--- src/rtl/wb_retire_unit.sv ---
// wb_retire_unit
//   Writeback/retire stage at the consuming end of the execute-2 to writeback
//   interface. It accepts one completed instruction per cycle. For each one it
//   either commits a scalar result, sequences a vector result one lane per
//   cycle into the single-lane vector register write port, resolves a
//   conditional jump into flush/redirect, or latches halt.
//
// Ports
//   clk, rst          rising-edge clock, asynchronous active-high reset
//   x2_*              instruction handed over by execute-2 (valid, pc, ins,
//                     scalar/vector results, jump condition operand and target)
//   wb_stall          execute-2 must hold its instruction (vector sequencing)
//   reg_we/waddr/wdata        scalar register file write port
//   vreg_we/waddr/lane/wdata  single-lane vector register file write port
//   flush, redirect_pc        one-cycle squash pulse and the new fetch PC
//   halt              sticky halt
//   retired_count     wrapping count of accepted instructions
module wb_retire_unit #(
  parameter int VLEN   = 4,
  parameter int LANE_W = 2
) (
  input  logic                 clk,
  input  logic                 rst,
  input  logic                 x2_valid,
  input  logic [15:0]          x2_pc,
  input  logic [15:0]          x2_ins,
  input  logic [15:0]          x2_result,
  input  logic [16*VLEN-1:0]   x2_vresult,
  input  logic [15:0]          x2_cond_val,
  input  logic [15:0]          x2_target,
  output logic                 wb_stall,
  output logic                 reg_we,
  output logic [3:0]           reg_waddr,
  output logic [15:0]          reg_wdata,
  output logic                 vreg_we,
  output logic [3:0]           vreg_waddr,
  output logic [LANE_W-1:0]    vreg_lane,
  output logic [15:0]          vreg_wdata,
  output logic                 flush,
  output logic [15:0]          redirect_pc,
  output logic                 halt,
  output logic [15:0]          retired_count
);

  typedef enum logic {
    IDLE,
    VWRITE
  } state_t;

  state_t                  state, state_next;
  logic [LANE_W-1:0]       lane;
  logic [VLEN-1:0][15:0]   vbuf;
  logic [3:0]              vrt;

  logic [3:0] opcode, subcode, rt;
  logic       accept, last_lane;
  logic       is_scalar_wr, is_vector_wr, is_jmp, is_halt, jmp_taken;

  // The PC and the middle instruction field are not needed to retire.
  logic unused_ok;
  assign unused_ok = ^{x2_pc, x2_ins[11:8]};

  assign opcode  = x2_ins[15:12];
  assign subcode = x2_ins[7:4];
  assign rt      = x2_ins[3:0];

  assign is_scalar_wr = (opcode <= 4'h5)
                     || (opcode == 4'h7 && subcode == 4'h0)   // ld
                     || (opcode == 4'hE);                     // vdot
  assign is_vector_wr = (opcode >= 4'h8) && (opcode <= 4'hC);
  assign is_jmp       = (opcode == 4'h6);
  assign is_halt      = (opcode == 4'hF);

  always_comb begin
    case (subcode)
      4'h0:    jmp_taken = (x2_cond_val == 16'h0000);
      4'h1:    jmp_taken = (x2_cond_val != 16'h0000);
      4'h2:    jmp_taken = x2_cond_val[15];
      4'h3:    jmp_taken = !x2_cond_val[15];
      default: jmp_taken = 1'b0;
    endcase
  end

  assign last_lane = (lane == LANE_W'(VLEN - 1));
  // The final lane cycle does not stall, so a new instruction can be taken
  // on the same edge that retires the last lane (back-to-back vectors).
  assign wb_stall  = (state == VWRITE) && !last_lane;
  assign accept    = x2_valid && !wb_stall && !halt;

  // Vector port is a pure function of registered state.
  assign vreg_we    = (state == VWRITE);
  assign vreg_waddr = vrt;
  assign vreg_lane  = lane;
  assign vreg_wdata = vbuf[lane];

  // NOTE: the combinational half assigns its output a default first so every
  // path drives it and no latch is inferred.
  always_comb begin
    state_next = state;
    case (state)
      IDLE:   if (accept && is_vector_wr) state_next = VWRITE;
      VWRITE: if (last_lane) state_next = (accept && is_vector_wr) ? VWRITE : IDLE;
      default: state_next = IDLE;
    endcase
  end

  // NOTE: registered state uses non-blocking assignments so every flop
  // samples pre-edge values regardless of statement order.
  always_ff @(posedge clk or posedge rst) begin
    if (rst) begin
      state <= IDLE;
      lane  <= '0;
    end else begin
      state <= state_next;
      // Wraps to 0 after the last lane, which is the start of a back-to-back op.
      lane  <= (state == VWRITE) ? lane + 1'b1 : '0;
    end
  end

  // NOTE: the lane buffer is small and is cleared on reset so an abandoned
  // vector write leaves no stale data behind.
  always_ff @(posedge clk or posedge rst) begin
    if (rst) begin
      vbuf <= '0;
      vrt  <= '0;
    end else if (accept && is_vector_wr) begin
      vbuf <= x2_vresult;
      vrt  <= rt;
    end
  end

  always_ff @(posedge clk or posedge rst) begin
    if (rst) begin
      reg_we        <= 1'b0;
      reg_waddr     <= '0;
      reg_wdata     <= '0;
      flush         <= 1'b0;
      redirect_pc   <= '0;
      halt          <= 1'b0;
      retired_count <= '0;
    end else begin
      // r0 is hardwired, so a write to it is dropped.
      reg_we <= accept && is_scalar_wr && (rt != 4'h0);
      flush  <= accept && is_jmp && jmp_taken;
      if (accept && is_scalar_wr) begin
        reg_waddr <= rt;
        reg_wdata <= x2_result;
      end
      if (accept && is_jmp && jmp_taken) redirect_pc <= x2_target;
      if (accept && is_halt)             halt <= 1'b1;
      if (accept)                        retired_count <= retired_count + 16'd1;
    end
  end

endmodule

--- config.mk ---
export PLATFORM = sky130hd
export DESIGN_NAME = wb_retire_unit
export DESIGN_NICKNAME = d
export VERILOG_FILES = /design/src/rtl/wb_retire_unit.sv
export SDC_FILE = /design/constraint.sdc
export NUM_CORES = 1
export LEC_CHECK = 0
export CAP_MARGIN = 40
export CELL_PAD_IN_SITES_DETAIL_PLACEMENT = 1
export CELL_PAD_IN_SITES_GLOBAL_PLACEMENT = 2
export CORE_ASPECT_RATIO = 1.25
export CORE_MARGIN = 4
export CORE_UTILIZATION = 25
export CTS_CLUSTER_SIZE = 25
export DETAILED_ROUTE_END_ITERATION = 16
export PLACE_DENSITY_LB_ADDON = 0.1
export SETUP_SLACK_MARGIN = 0.3
export SYNTH_ARGS = -nofsm -noshare
export SYNTH_HDL_FRONTEND = slang
export SYNTH_SLANG_ARGS = --single-unit
--- constraint.sdc ---
create_clock -name clk -period 4.2 [get_ports clk]
set_clock_uncertainty 0.05 [all_clocks]
set_input_delay 0.84 -clock clk [delete_from_list [all_inputs] [get_ports clk]]
set_output_delay 0.84 -clock clk [all_outputs]
set_load 0.005 [all_outputs]
=== After elaboration in Yosys (flattened, before gate mapping) ===
Cells that the tools add are included.

* $lt $le $gt $ge: 4
* Reduce and logical (&&, ||, !) cells: 21
* Eq/ne operators: 8
* Bitwise operators: 1
* Muxes and demuxes: 7
* $add $sub $neg: 2

{| class="wikitable"
|+ Operators by type and width
! kind !! count
|-
| $bmux W16 S2 || 1
|-
| $add A16 B1 Y16 const B || 1
|-
| $logic_not A16 Y1 || 1
|-
| $mux W16 || 1
|-
| $reduce_bool A16 Y1 || 1
|-
| $logic_and A1 B1 Y1 || 11
|-
| $eq A4 B2 Y1 const B || 2
|-
| $eq A4 B3 Y1 const B || 2
|-
| $eq A4 B4 Y1 const B || 2
|-
| $eq A4 B1 Y1 const B || 1
|-
| $ge A4 B4 Y1 const B || 1
|-
| $le A4 B3 Y1 const B || 1
|-
| $le A4 B4 Y1 const B || 1
|-
| $logic_not A1 Y1 || 4
|-
| $logic_not A4 Y1 || 1
|-
| $pmux W1 S4 || 1
|-
| $reduce_bool A4 Y1 || 1
|-
| $lt A2 B3 Y1 const B || 1
|-
| $add A2 B1 Y2 const B || 1
|-
| $eq A2 B2 Y1 const B || 1
|-
| $logic_or A1 B1 Y1 || 2
|-
| $mux W1 || 2
|-
| $mux W2 || 1
|-
| $pmux W1 S2 || 1
|-
| $not A1 Y1 || 1
|}

* Output and inout bits: 79
* Logic and storage cells: 57
* Bits of input ports: 147
* Register bits after elaboration: 126

=== Logic depth before layout (Yosys ltp) ===
Gate-level depths: netlist of run 1.

* Word-level depth: 10
* Mapped depth: 8
* Depth with buffers taken out: 7

=== Least setup slack after synthesis of run 1 ===
No wires, ideal clock.

* Path type: flip-flop to output port
* Start: reg lane[0], in the netlist vreg_lane[0]
* End: out vreg_wdata[12]
* Setup slack: 1.707 ns
* Stages on the path, launching flop included: 4
* Arrival time: 1.603 ns
* Buffers on the path: 2
* Required time: 3.310 ns
* Cells stage by stage: dfrtp_1 clkbuf_1 buf_2 mux4_2

* Longest elaborated chain between the ends: 2

{| class="wikitable"
|+ Ends and longest elaborated chain
! element !! line !! RTL
|-
| start: declaration || 51 || <nowiki>logic [LANE_W-1:0] lane;</nowiki>
|-
| start signal: assignment || 116 || <nowiki>lane <= (state == VWRITE) ? lane + 1'b1 : '0;</nowiki>
|-
| $bmux W16 S2 || 94 || <nowiki>assign vreg_wdata = vbuf[lane];</nowiki>
|-
| $mux W16 (implied by the code) || 94 ||
|-
| end: declaration || 38 || <nowiki>output logic [15:0] vreg_wdata,</nowiki>
|}

No other way between the ends. The select of a mux whose other input is x is not followed.

=== Worst setup path after layout of run 1 ===
* Start: reg lane[0], in the netlist vreg_lane[0]
* End: out vreg_wdata[14]

Same word-level chain as after synthesis.

==> run_results.csv, run 1 <==
group,metric,value,unit
status,outcome,"completed",
worst_setup_path,worstPathCellList,"buf_4 > mux4_2 > clkdlybuf4s50_1",
layout,nNetsFinal,704,
worst_setup_path,end_kind,"output pin",
sta,fin_setup_tns,0,ns
grt,antenna_found_initial,1,
sta,max-slew-margin-rel,50.42,%
grt,grt_pass1_vias,4248,
sta,setup_viol,0,
floorplanning,die-area,23810,µm²
clocking,clock_path_buffers,2,
pwr,total_power,5.186,mW
floorplanning,coreArea,20970,µm²
layout,syn2layout_area_growth,56.06,%
pwr,p_per_area,621.5,nW/µm²
worst_hold_path,hp-class,"register to register",
worst_setup_path,critPathBufInv,2,
layout,nFillCells,2171,
detailed_routing,ant_nets,0,
clocking,root_buffer,"clkbuf_16",
worst_setup_path,path_max_fanout,10,
yosys,synthDistinctLibCells,35,
worst_setup_path,crit_slowest_cell,"dfrtp_1",
yosys,synth_area,5348,µm²
run,cap_violations,0,
yosys,yosysSeqAreaShare,58.96,%
sta,timing.fmax,302.2,MHz
layout,regArea,3153,µm²
clocking,ctsResizeCount,0,
yosys,ys_top_cells_by_area,"dfrtp_1 59%, mux2_2 20%, mux4_2 6.7%",
yosys,post_synth_inst_count,336,
floorplanning,dieWidth,138.8,µm
grt,overflow,0,
yosys,synth_top_area_share,58.96,%
floorplanning,die_h,171.5,µm
worst_setup_path,arrival,2.42,ns
clocking,clk_pin_slew,0.06,ns
detailed_routing,routed_wl,14770,µm
grt,grt_max_degree,66,
yosys,avgSynthCellArea,15.92,µm²
floorplanning,row_count,59,
sta,final.period_utilization,78.79,%
clocking,htreeDepth,4,
floorplanning,io_pins,226,
yosys,synth_top_flop_cell,"dfrtp_1",
floorplanning,initial_core_util,25.51,%
clocking,cts_tree,"built",
yosys,ys_ff_latch,126,
sta,hold_viol,0,
pwr,leakage,3.455,nW
sta,drv_slew,0,
worst_setup_path,required,3.31,ns
clocking,clock_sinks,126,
detailed_routing,viasPerCell,4.353,
clocking,clock_latency,0.41,ns
placement,post-dp-hpwl,11080,µm
detailed_routing,vias,3665,
yosys,synth_common_cells,"126 x dfrtp_1, 96 x mux2_2, 16 x mux4_2, 11 x buf_2, 10 x xnor2_1",
layout,antenna_cells,0,
worst_setup_path,start_kind,"register",
yosys,syn_nets,485,
yosys,yosysMostFrequentCell,"dfrtp_1",
clocking,cts_inserted_buffers,17,
sta,rsz0062_at_grt,"false",
layout,multi_input_area,2113,µm²
detailed_routing,wl_per_cell,17.54,µm
clocking,postCtsSetupBuffers,0,
yosys,synth_top_area_cell,"dfrtp_1",
worst_setup_path,path_delay_family,"buffers and inverters",
yosys,synthArstFlopShare,100.0,%
detailed_routing,drt-initial-drc-count,50,
yosys,synth_edf_count,0,
layout,drive_above_1_share,30.11,%
grt,grt_pass1_wl,23750,µm
worst_setup_path,critPathKind,"register to output pin",
sta,tightest_slew,0.7421,ns
detailed_routing,dr.pass1.iters,4,
yosys,yosysWarningCount,0,
detailed_routing,drc,0,
placement,place.port_buffers,205,
clocking,cts_hold_buf,0,
placement,place.gp.congestion,0.7214,
pwr,vdd_drop_max,0.0002474,V
grt,grt_usage,12.72,%
worst_setup_path,critical_path.max_stage_delay,0.69,ns
sta,finalCriticalPeriod,3.309,ns
## routing by layer
metal / vias up / global-route usage, % / routed length, µm
li1: 1667 / - / -
met1: 1845 / 14.48 / 5863
met2: 135 / 21.56 / 7545
met3: 16 / 5.534 / 1160
met4: 2 / 4.340 / 182
met5: - / 0 / 13
## worst reg2reg max path: stages (launching register included)
cell and delay [ns]:
dfrtp_1 0.69, ha_1 0.25, nand2b_2 0.15, inv_2 0.07, nor2_4 0.25, nand3_1 0.17
a311oi_4 0.23, buf_4 0.33, mux2_2 0.38
## cells in the final DEF, fill, tap and decap left out, drive strengths merged, types with 2 or more instances in the layout
| cell | synthesis | layout |
|---|---|---|
| clkdlybuf4s50 | 0 | 205 |
| dfrtp | 126 | 126 |
| mux2 | 105 | 105 |
| clkbuf | 2 | 21 |
| mux4 | 16 | 16 |
| xnor2 | 10 | 10 |
| nand3 | 9 | 9 |
| buf | 12 | 9 |
| nand2 | 8 | 8 |
| nor4 | 7 | 7 |
| xor2 | 6 | 6 |
| nor2 | 6 | 6 |
| clkinv | 0 | 6 |
| clkinvlp | 0 | 4 |
| o21ai | 3 | 3 |
| and3 | 3 | 3 |
| nand4 | 3 | 3 |
| and4 | 2 | 2 |
| nor3 | 2 | 2 |
| ha | 2 | 2 |
| bufinv | 0 | 2 |
| nand2b | 2 | 2 |
| inv | 3 | 2 |
## final cells by class
type,count,area share [%]
Multi-Input combinational cell,193,25.32
Sequential cell,126,37.78
Clock buffer,21,5.517
Inverter,3,0.1799
Clock inverter,11,1.394
Timing Repair Buffer,214,25.70
Tap cell,274,4.108
## logic make-up after synthesis
kind of cell,Yosys count,share of synthesized area (%)
mux,121,29.48
buf+inv,17,1.755
simple gates,47,5.358
fa+ha+maj,2,0.4679
xor+xnor,16,2.620
compound gates,7,1.357
flops,126,58.96
## stage by stage
stage	instances	area [µm²]	utilization, %	hold slack (ns)	setup slack, ns
final	842	8346	39.81	0.4172	0.8910
after global routing	842	8346	39.81	0.4336	0.7132
after CTS	842	8346	39.81	0.4246	0.7902
after detailed placement	810	7769	37.06	0.4124	1.141
after global placement	809	7749	36.96	0.4141	0.8841
after floorplan	336	5351	-	0.4184	1.707
## power by group
group	switching, mW	internal, mW	leakage [nW]
clock	0.536	0.900	0.279
combinational	0.530	1.24	1.61
sequential	0.290	1.70	1.56
## worst paths after layout
check,depth (start not counted),slack (ns),endpoint,startpoint
worst min-delay path,1,0.42,retired_count[15],retired_count[15]
worst min register to register,1,0.42,retired_count[15],retired_count[15]
min in group asynchronous,2,0.85,vbuf[9],rst
worst max register to register,8,1.53,redirect_pc[13],vreg_lane[1]
max in group asynchronous,3,2.38,vbuf[30],rst
worst max-delay path,3,0.89,vreg_wdata[14],vreg_lane[0]
## sequential cells by signal, indices dropped and copies added (netlist names)
signal         count
reg_we             1
vreg_we            1
retired_count     16
vreg_lane          2
reg_wdata         16
vreg_waddr         4
flush              1
redirect_pc       16
halt               1
reg_waddr          4
vbuf              64
No activity file was read; power rests on OpenSTA's default activity.
==> inputs of run 2 (changes only) <==
CORE_UTILIZATION = 28   (was 25)
clock period = 3.1 ns   (was 4.2 ns; I/O delays follow)
==> run 2 against run 1 <==
Compared with the run above:
- global-route usage increased by 0.87 points
- total power increased by 36%
- worst setup slack got worse by 0.48 ns
- final area about the same
- first-iteration DRC count increased by 110%
- sequential power increased by 34%
- core utilization increased by 4.6 points
- combinational power increased by 40%
- critical endpoint is now vreg_wdata[8]
- largest cell class unchanged
- highest routed layer unchanged
==> run_results.csv, run 2 (synthesis gave the netlist of run 1 again) <==
group,metric,value,unit
status,outcome,"completed",
layout,syn2layout_area_growth,56.04,%
floorplanning,coreArea,18780,µm²
pwr,p_per_area,844.5,nW/µm²
detailed_routing,dr.pass1.iters,4,
layout,antenna_cells,0,
sta,setup_viol,0,
sta,timing.fmax,371.8,MHz
detailed_routing,wl_per_cell,17.74,µm
clocking,clock_sinks,126,
floorplanning,dieWidth,131.6,µm
clocking,cts_tree,"built",
detailed_routing,vias,3695,
worst_setup_path,r2r_start,"vreg_lane[1]",
pwr,total_power,7.046,mW
placement,dp.cells,767,
worst_setup_path,required,2.43,ns
layout,final_common_cell,"clkdlybuf4s50_1",
grt,grt_pass1_vias,4219,
sta,tightest_slew,0.6981,ns
worst_hold_path,hp-class,"register to register",
clocking,root_buffer,"clkbuf_16",
grt,grt_pass1_wl,22910,µm
run,cap_violations,0,
clocking,cts_hold_buf,0,
detailed_routing,drc,0,
worst_setup_path,arrival,2.02,ns
floorplanning,io_pins,226,
layout,nFillCells,1928,
sta,final.period_utilization,86.76,%
worst_setup_path,critPathKind,"register to output pin",
pwr,vdd_drop_max,0.0004009,V
placement,post-dp-hpwl,10200,µm
worst_setup_path,worstPathCellList,"buf_12 > mux4_2 > clkdlybuf4s50_1",
worst_setup_path,crit_slowest_cell,"mux4_2",
layout,drive_above_1_share,31.05,%
worst_setup_path,critical_path.max_stage_delay,0.51,ns
clocking,clock_path_buffers,2,
placement,place.port_buffers,205,
grt,grt_usage,13.59,%
clocking,clock_latency,0.40,ns
pwr,leakage,3.466,nW
layout,final_cell_count_no_fill,802,
sta,finalCriticalPeriod,2.689,ns
clocking,htreeDepth,4,
placement,pre_cts_slack,0.3810,ns
floorplanning,row_count,56,
clocking,clk_pin_slew,0.06,ns
detailed_routing,ant_nets,0,
worst_setup_path,path_max_fanout,15,
placement,place.gp.congestion,0.7034,
sta,fin_setup_tns,0,ns
worst_hold_path,hold_start,"retired_count[15]",
layout,largest_reg_flops,64,
sta,hold_viol,0,
sta,drv_slew,0,
clocking,cts_inserted_buffers,17,
detailed_routing,viasPerCell,4.607,
layout,max_flop_register,"vbuf",
grt,overflow,0,
worst_setup_path,start_kind,"register",
worst_setup_path,end_kind,"output pin",
sta,rsz0062_at_grt,"false",
floorplanning,die_h,162.5,µm
sta,worst_slack,0.4105,ns
layout,layout_common_cells,"205 x clkdlybuf4s50_1, 124 x dfrtp_1, 96 x mux2_2, 17 x clkbuf_16, 16 x mux4_2",
layout,nNetsFinal,706,
grt,grt_max_degree,127,
detailed_routing,routed_wl,14230,µm
grt,antenna_found_initial,1,
floorplanning,initial_core_util,28.48,%
worst_setup_path,critPathLaunch,"vreg_lane[0]",
detailed_routing,drt-initial-drc-count,104,
floorplanning,die-area,21390,µm²
sta,max-slew-margin-rel,53.46,%
[run 2: cell count changes in the layout (fill, tap and decap cells not counted), sizes merged]
| cell | change |
|---|---|
| inv | +5 |
| clkbuf | -3 |
| clkinv | -2 |
| buf | +2 |
| bufinv | -1 |
| clkinvlp | +1 |
[run 2: metrics by stage]
| step | cell area [µm²] | hold slack [ns] | utilization, % |
|---|---|---|---|
| after floorplan | 5351 | 0.4184 | - |
| after global placement | 7746 | 0.4125 | 41.25 |
| after detailed placement | 7746 | 0.4210 | 41.25 |
| after CTS | 8322 | 0.4348 | 44.32 |
| after global routing | 8344 | 0.4553 | 44.44 |
| final | 8344 | 0.4268 | 44.44 |
[run 2: final timing paths]
check / endpoint / slack, ns / cells after the start
max: vreg_wdata[8] / 0.41 / 3
min: retired_count[15] / 0.43 / 1
max reg2reg: redirect_pc[11] / 0.88 / 8
min reg2reg: retired_count[15] / 0.43 / 1
max in group asynchronous: vreg_lane[1] / 1.72 / 3
min in group asynchronous: redirect_pc[2] / 0.72 / 3
[run 2: repair_timing]
item                       CTS  global route
setup endpoints to repair   14            12
resized for setup            2             0
setup buffers                0             3
gates cloned                 0             0
[run 2: power breakdown]
group / total (mW) / leakage [nW] / switching (mW) / internal (mW)
combinational: 2.47 / 1.63 / 0.756 / 1.72
sequential: 2.66 / 1.56 / 0.364 / 2.30
clock: 1.91 / 0.272 / 0.772 / 1.14
[run 2: metal layers]
metal / vias up / track usage, % / part of all wire (%)
li1: 1671 / - / -
met1: 1867 / 15.01 / 39
met2: 144 / 22.45 / 49
met3: 11 / 7.726 / 11
met4: 2 / 4.011 / 1.0
met5: - / 0 / 0.084
[run 2: final cells by class]
type	count	area (µm²)	share of cell area (%)
Sequential cell	126	3156	37.82
Timing Repair Buffer	216	2197	26.33
Multi-Input combinational cell	193	2113	25.33
Clock buffer	18	439.2	5.263
Tap cell	232	290.3	3.479
Clock inverter	14	133.9	1.604
Inverter	3	15.01	0.1799
[run 2: worst max-delay path, delay by kind of cell, from the launching register on]
family | cells | cell delay (ns)
buffers and inverters | 2 | 0.68
DFF | 1 | 0.42
muxes | 1 | 0.51
